**config.mk**
```make
export PLATFORM = sky130hd
export DESIGN_NAME = idelay_sweep_ctrl
export DESIGN_NICKNAME = d
export VERILOG_FILES = /design/src/rtl/idelay_sweep_pkg.sv /design/src/rtl/sync_2ff.sv /design/src/rtl/idelay_sweep_ctrl.sv
export SDC_FILE = /design/constraint.sdc
export NUM_CORES = 1
export LEC_CHECK = 0
export BUFFER_PORTS_ARGS = -buffer_cell sky130_fd_sc_hd__buf_2
export CAP_MARGIN = 20
export CORE_MARGIN = 5
export CORE_UTILIZATION = 30
export DETAILED_ROUTE_END_ITERATION = 16
export PLACE_DENSITY = 0.51
export SLEW_MARGIN = 15
export SYNTH_ARGS = -nofsm -noshare
export SYNTH_HDL_FRONTEND = slang
export SYNTH_SLANG_ARGS = --single-unit
```
**constraint.sdc**
```tcl
create_clock -name clk -period 3.86 [get_ports clk]
set_input_delay 0.579 -clock clk [delete_from_list [all_inputs] [get_ports clk]]
set_output_delay 0.579 -clock clk [all_outputs]
set_load 0.05 [all_outputs]
```
**src/rtl/idelay_sweep_pkg.sv**
```systemverilog
// Shared types, defaults and helpers for the IDELAYE2 tap sweep controller.
package idelay_sweep_pkg;

    localparam int TAP_W_DFLT   = 5;
    localparam int TAP_MAX_DFLT = 31;

    typedef enum logic [2:0] {
        IDLE     = 3'd0,
        WAIT_RDY = 3'd1,
        LOAD     = 3'd2,
        SETTLE   = 3'd3,
        DWELL    = 3'd4,
        NEXT     = 3'd5,
        DONE     = 3'd6
    } state_t;

    // Limit a requested tap to the highest legal tap of the delay line.
    function automatic int clamp_tap(input int v, input int vmax);
        return (v > vmax) ? vmax : v;
    endfunction

endpackage

```
**src/rtl/sync_2ff.sv**
```systemverilog
// Generic single-bit two-flop synchroniser with asynchronous active-high reset.
module sync_2ff (
    input  logic clk,
    input  logic rst,
    input  logic d,
    output logic q
);

    logic meta_r;
    logic q_r;

    // Two-stage capture of the asynchronous input into the clk domain
    always_ff @(posedge clk or posedge rst) begin
        if (rst) begin
            meta_r <= 1'b0;
            q_r    <= 1'b0;
        end else begin
            meta_r <= d;
            q_r    <= meta_r;
        end
    end

    assign q = q_r;

endmodule

```
**src/rtl/idelay_sweep_ctrl.sv**
```systemverilog
// Steps the sampling-clock IDELAYE2 tap through a programmed window, settling
// and then opening a dwell window at every tap. Outputs are registered from
// the next-state decode so they line up with the state register.
module idelay_sweep_ctrl
    import idelay_sweep_pkg::*;
#(
    parameter int TAP_W      = TAP_W_DFLT,
    parameter int TAP_MAX    = TAP_MAX_DFLT,
    parameter int SETTLE_CYC = 16,
    parameter int DWELL_W    = 16
) (
    input  logic               clk,
    input  logic               rst,
    input  logic               dly_rdy,
    input  logic               start,
    input  logic               stop,
    input  logic               cont,
    input  logic [TAP_W-1:0]   tap_lo,
    input  logic [TAP_W-1:0]   tap_hi,
    input  logic [TAP_W-1:0]   step,
    input  logic [DWELL_W-1:0] dwell_len,
    output logic [TAP_W-1:0]   tap_out,
    output logic               ld,
    output logic               busy,
    output logic               dwell_active,
    output logic               done,
    output logic               aborted,
    output logic               cfg_err,
    output logic [DWELL_W-1:0] sweep_cnt
);

    localparam logic [DWELL_W-1:0] ONE_D    = DWELL_W'(1);
    localparam logic [DWELL_W-1:0] ZERO_D   = {DWELL_W{1'b0}};
    localparam logic [DWELL_W-1:0] SETTLE_D = DWELL_W'(SETTLE_CYC - 1);

    logic               rdy_s;
    state_t             state_r, state_s;
    logic [TAP_W-1:0]   cur_r, cur_s;
    logic [DWELL_W-1:0] cnt_r, cnt_s;
    logic [TAP_W-1:0]   lo_r, hi_r, step_r;
    logic               cont_r;
    logic [DWELL_W-1:0] dwell_r;
    logic [TAP_W-1:0]   lo_c_s, hi_c_s;
    logic [TAP_W:0]     nxt_s;
    logic               busy_state_s;
    logic               cfg_load_s, cfg_err_s, abort_s, wrap_s;

    logic [TAP_W-1:0]   tap_out_r;
    logic               ld_r, busy_r, dwell_active_r, done_r, aborted_r, cfg_err_r;
    logic [DWELL_W-1:0] sweep_cnt_r;

    sync_2ff u_rdy_sync (
        .clk (clk),
        .rst (rst),
        .d   (dly_rdy),
        .q   (rdy_s)
    );

    assign lo_c_s       = TAP_W'(clamp_tap(32'(tap_lo), TAP_MAX));
    assign hi_c_s       = TAP_W'(clamp_tap(32'(tap_hi), TAP_MAX));
    assign nxt_s        = {1'b0, cur_r} + {1'b0, step_r};
    assign busy_state_s = (state_r != IDLE) && (state_r != DONE);

    // Next-state, tap and counter decode; stop overrides every busy transition
    always_comb begin
        state_s    = state_r;
        cur_s      = cur_r;
        cnt_s      = cnt_r;
        cfg_load_s = 1'b0;
        cfg_err_s  = 1'b0;
        abort_s    = 1'b0;
        wrap_s     = 1'b0;
        if (busy_state_s && stop) begin
            state_s = IDLE;
            abort_s = 1'b1;
        end else begin
            case (state_r)
                IDLE: begin
                    if (start && !stop) begin
                        if ((lo_c_s > hi_c_s) || (step == {TAP_W{1'b0}})) begin
                            cfg_err_s = 1'b1;
                        end else begin
                            cfg_load_s = 1'b1;
                            cur_s      = lo_c_s;
                            state_s    = WAIT_RDY;
                        end
                    end else begin
                        state_s = IDLE;
                    end
                end
                WAIT_RDY: begin
                    if (rdy_s) begin
                        state_s = LOAD;
                    end else begin
                        state_s = WAIT_RDY;
                    end
                end
                LOAD: begin
                    if (!rdy_s) begin
                        state_s = WAIT_RDY;
                    end else begin
                        state_s = SETTLE;
                        cnt_s   = SETTLE_D;
                    end
                end
                SETTLE: begin
                    if (!rdy_s) begin
                        state_s = WAIT_RDY;
                    end else if (cnt_r == ZERO_D) begin
                        state_s = DWELL;
                        cnt_s   = dwell_r - ONE_D;
                    end else begin
                        cnt_s = cnt_r - ONE_D;
                    end
                end
                DWELL: begin
                    if (!rdy_s) begin
                        state_s = WAIT_RDY;
                    end else if (cnt_r == ZERO_D) begin
                        state_s = NEXT;
                    end else begin
                        cnt_s = cnt_r - ONE_D;
                    end
                end
                NEXT: begin
                    // Sum is one bit wider than the tap so large steps never alias
                    if (nxt_s <= {1'b0, hi_r}) begin
                        cur_s   = nxt_s[TAP_W-1:0];
                        state_s = LOAD;
                    end else if (cont_r) begin
                        cur_s   = lo_r;
                        wrap_s  = 1'b1;
                        state_s = LOAD;
                    end else begin
                        state_s = DONE;
                    end
                end
                DONE: begin
                    state_s = IDLE;
                end
                default: begin
                    state_s = IDLE;
                end
            endcase
        end
    end

    // State, tap, counter and captured configuration registers
    always_ff @(posedge clk or posedge rst) begin
        if (rst) begin
            state_r <= IDLE;
            cur_r   <= {TAP_W{1'b0}};
            cnt_r   <= ZERO_D;
            lo_r    <= {TAP_W{1'b0}};
            hi_r    <= {TAP_W{1'b0}};
            step_r  <= {TAP_W{1'b0}};
            cont_r  <= 1'b0;
            dwell_r <= ONE_D;
        end else begin
            state_r <= state_s;
            cur_r   <= cur_s;
            cnt_r   <= cnt_s;
            if (cfg_load_s) begin
                lo_r    <= lo_c_s;
                hi_r    <= hi_c_s;
                step_r  <= step;
                cont_r  <= cont;
                dwell_r <= (dwell_len == ZERO_D) ? ONE_D : dwell_len;
            end
        end
    end

    // Registered outputs decoded from the upcoming state
    always_ff @(posedge clk or posedge rst) begin
        if (rst) begin
            tap_out_r      <= {TAP_W{1'b0}};
            ld_r           <= 1'b0;
            busy_r         <= 1'b0;
            dwell_active_r <= 1'b0;
            done_r         <= 1'b0;
            aborted_r      <= 1'b0;
            cfg_err_r      <= 1'b0;
            sweep_cnt_r    <= ZERO_D;
        end else begin
            if (state_s == LOAD) begin
                tap_out_r <= cur_s;
            end
            ld_r           <= (state_s == LOAD);
            busy_r         <= (state_s != IDLE) && (state_s != DONE);
            dwell_active_r <= (state_s == DWELL);
            done_r         <= (state_s == DONE);
            aborted_r      <= abort_s;
            cfg_err_r      <= cfg_err_s;
            if (cfg_load_s) begin
                sweep_cnt_r <= ZERO_D;
            end else if (wrap_s) begin
                sweep_cnt_r <= sweep_cnt_r + ONE_D;
            end
        end
    end

    assign tap_out      = tap_out_r;
    assign ld           = ld_r;
    assign busy         = busy_r;
    assign dwell_active = dwell_active_r;
    assign done         = done_r;
    assign aborted      = aborted_r;
    assign cfg_err      = cfg_err_r;
    assign sweep_cnt    = sweep_cnt_r;

endmodule

```
==> impl_metrics.ini <==
[detailed_routing]
drtIter0Drc = 251
drt-total-wl_um = 13500
vias_per_cell = 5.10
ant_nets = 0
first_pass_iters = 4
vias = 4270
wl_per_cell_um = 16.1
post-route-drc-count = 0

[final_layout]
fin_nets = 672
drive_above_1_share_pct = 16.6
antennaDiodeCount = 0
area.growth.synth_to_final_pct = 18.3
num-fill-cells = 1663

[timing]
worst_slew_pin_slew_ps = 722
finalCriticalPeriod_ps = 3430
rsz0062_at_grt = no
maxSlewViolCount = 0
fin_tns_setup_ps = 0
hold_violations = 0
finClkSkew_ps = 11.2
max_freq_mhz = 292
slew_headroom_pct = 51.8
finalSetupViolCount = 0
timing.final.crit_share_pct = 88.8

[cts]
cts_made_buffers = 9
cts_tree = built
clk_latency_ps = 350
hold_buffers = 0
post_cts_buffers = 0
post_cts_resized = 0
cts_buffer_depth = 2
htreeDepth = 3
clkTransAtPathRegs_ps = 70
cts.sinks = 85
clockRootBuffer = clkbuf_16

[logic_synthesis]
synth_most_common_cell = nand2_1
ys_top_cells_by_area = dfrtp_1, nand2_1, o21ai_0
avgSynthCellArea_um2 = 8.68
synth_edf_count = 0
synth_area_um2 = 4840
synth_top_area_cell = dfrtp_1
synthCells = 557
ys_seq_area_share_pct = 44.0
ys_types = 58
synth_ff_type = dfrtp_1
synth_nets = 613
yosys-top-cells-count = nand2_1, dfrtp_1, o21ai_0, inv_1, nor2_1
yosys.area.top_type_share_pct = 43.5
synthArstFlopShare_pct = 100
ys_warn_count = 0
ys_seq_elements = 85

[power]
power_density_nw_per_um2 = 607
p_leak_nw = 2.73
p_total_mw = 3.47
irDropWorstVdd_uv = 265

[critical_path]
crit_fanout = 8
endpoint_kind = flop
arrival_ps = 3700
cp.required_ps = 4130
reg2reg_slack_ps = 430
start_kind = flop
critPathKind = flop to flop

[floorplanning]
num_rows = 46
start_util_pct = 30.6
die_h_um = 137
die_area_um2 = 18800
core_um2 = 15800
die_w_um = 137
io_pins = 64

[global_route]
gr-total-overflow = 0
antenna_found_initial = 0
grtUsageTotal_pct = 15.0
grt_pass1_vias = 4233
grt_pass1_wl_um = 22200
grt_start_max_net_pins = 55

[placement]
hpwl_um = 10100
place_congestion = 0.836
io_buffers = 63

[min_path]
worst_hold_path_type = primary input to asynchronous set/reset pin

[outcome]
status = complete, no violations

[job]
drv_cap = 0
[layer usage]
| layer | vias up | part of all wire (%) | global-route usage, % |
|---|---|---|---|
| met3 | 14 | 3.9 | 3.13 |
| met5 | - | 0 | 0 |
| met4 | 0 | 1.4 | 4.43 |
| met2 | 74 | 47 | 23.9 |
| li1 | 2097 | - | - |
| met1 | 2085 | 47 | 20.6 |
[placed cells by master (no fill, tap or decap), types with 7 or more instances in the layout]
master     netlist  routed
nor2_1          30      30
buf_4            1      11
clkbuf_16        0       9
o211ai_1         9       9
o21ai_0         48      48
nand2_1        114     114
nor3_1          13      13
a31oi_1          9       9
xor2_1          13      13
inv_1           30      29
nand3_1         11      11
a21oi_1         25      25
mux2i_1          7       7
ha_1            18      18
dfrtp_1         84      84
buf_2            4      63
a22oi_1          8       8
or4_1            9       9
xnor2_1          7       7
[area by class of cell]
type	count	area, µm²	share of cell area [%]
clock inverters	6	93.8	1.64
well taps	216	270	4.72
repair buffers	74	398	6.95
inverters	30	114	1.99
clock buffers	10	239	4.18
flip-flops and latches	85	2130	37.2
multi-input cells	416	2480	43.3
[sequential cells by signal, summed over array words and instances (netlist names)]
name and flops:
sweep_cnt 16, u_rdy_sync.q 1, dwell_active 1, hi_r 5, step_r 5, cnt_r 16, cont_r 1, state_r 3
cfg_err 1, u_rdy_sync.meta_r 1, cur_r 5, tap_out 5, dwell_r 16, ld 1, lo_r 5, done 1
busy 1, aborted 1
[logic make-up after synthesis]
family / after synthesis / share of synthesized area (%)
AOI/OAI and AO/OA: 144 / 18.9
muxes: 8 / 1.68
adders and majority gates: 19 / 5.07
DFF: 85 / 44.0
and+or+nand+nor: 225 / 21.9
xor gates and xnor gates: 20 / 3.62
buffers and inverters: 56 / 4.76
[worst paths after layout]
| path | start | end | cells past startpoint |
|---|---|---|---|
| worst min register to register | u_rdy_sync.meta_r | u_rdy_sync.q | 0 |
| max in group asynchronous | rst | dwell_r[9] | 3 |
| min in group clk | dly_rdy | u_rdy_sync.meta_r | 1 |
| worst max register to register | cur_r[0] | sweep_cnt[7] | 13 |
| worst min-delay path | rst | cnt_r[12] | 3 |
| worst max-delay path | cur_r[0] | sweep_cnt[7] | 13 |
[critical path, cell delays in order (launching register included)]
cell and delay [ps]:
dfrtp_1 380, ha_1 180, inv_1 50, fa_1 390
nand2b_1 160, a21oi_1 160, xnor2_1 170, inv_1 80
ha_1 320, nor2_1 70, a221o_1 350, a211o_1 380
or4_1 500, a21oi_1 160
[per-stage QoR]
step	worst slack, ps	std cells	util (%)	hold slack (ps)	cell area, µm²
5_1_grt	200	837	36.2	331	5720
2_1_floorplan	755	557	-	331	4840
3_3_place_gp	586	821	34.1	342	5390
3_5_place_dp	489	821	34.1	337	5390
4_1_cts	450	837	36.2	326	5720
6_report	432	837	36.2	309	5720
[report_power, final]
group          leakage (nW)  total (mW)  switching, mW  internal (mW)
Sequential             1.09        1.25          0.177           1.08
Clock                 0.160       0.986          0.395          0.591
Combinational          1.48        1.23          0.778          0.456
Total                  2.73        3.47           1.35           2.12
(Power assumes the default switching activity.)
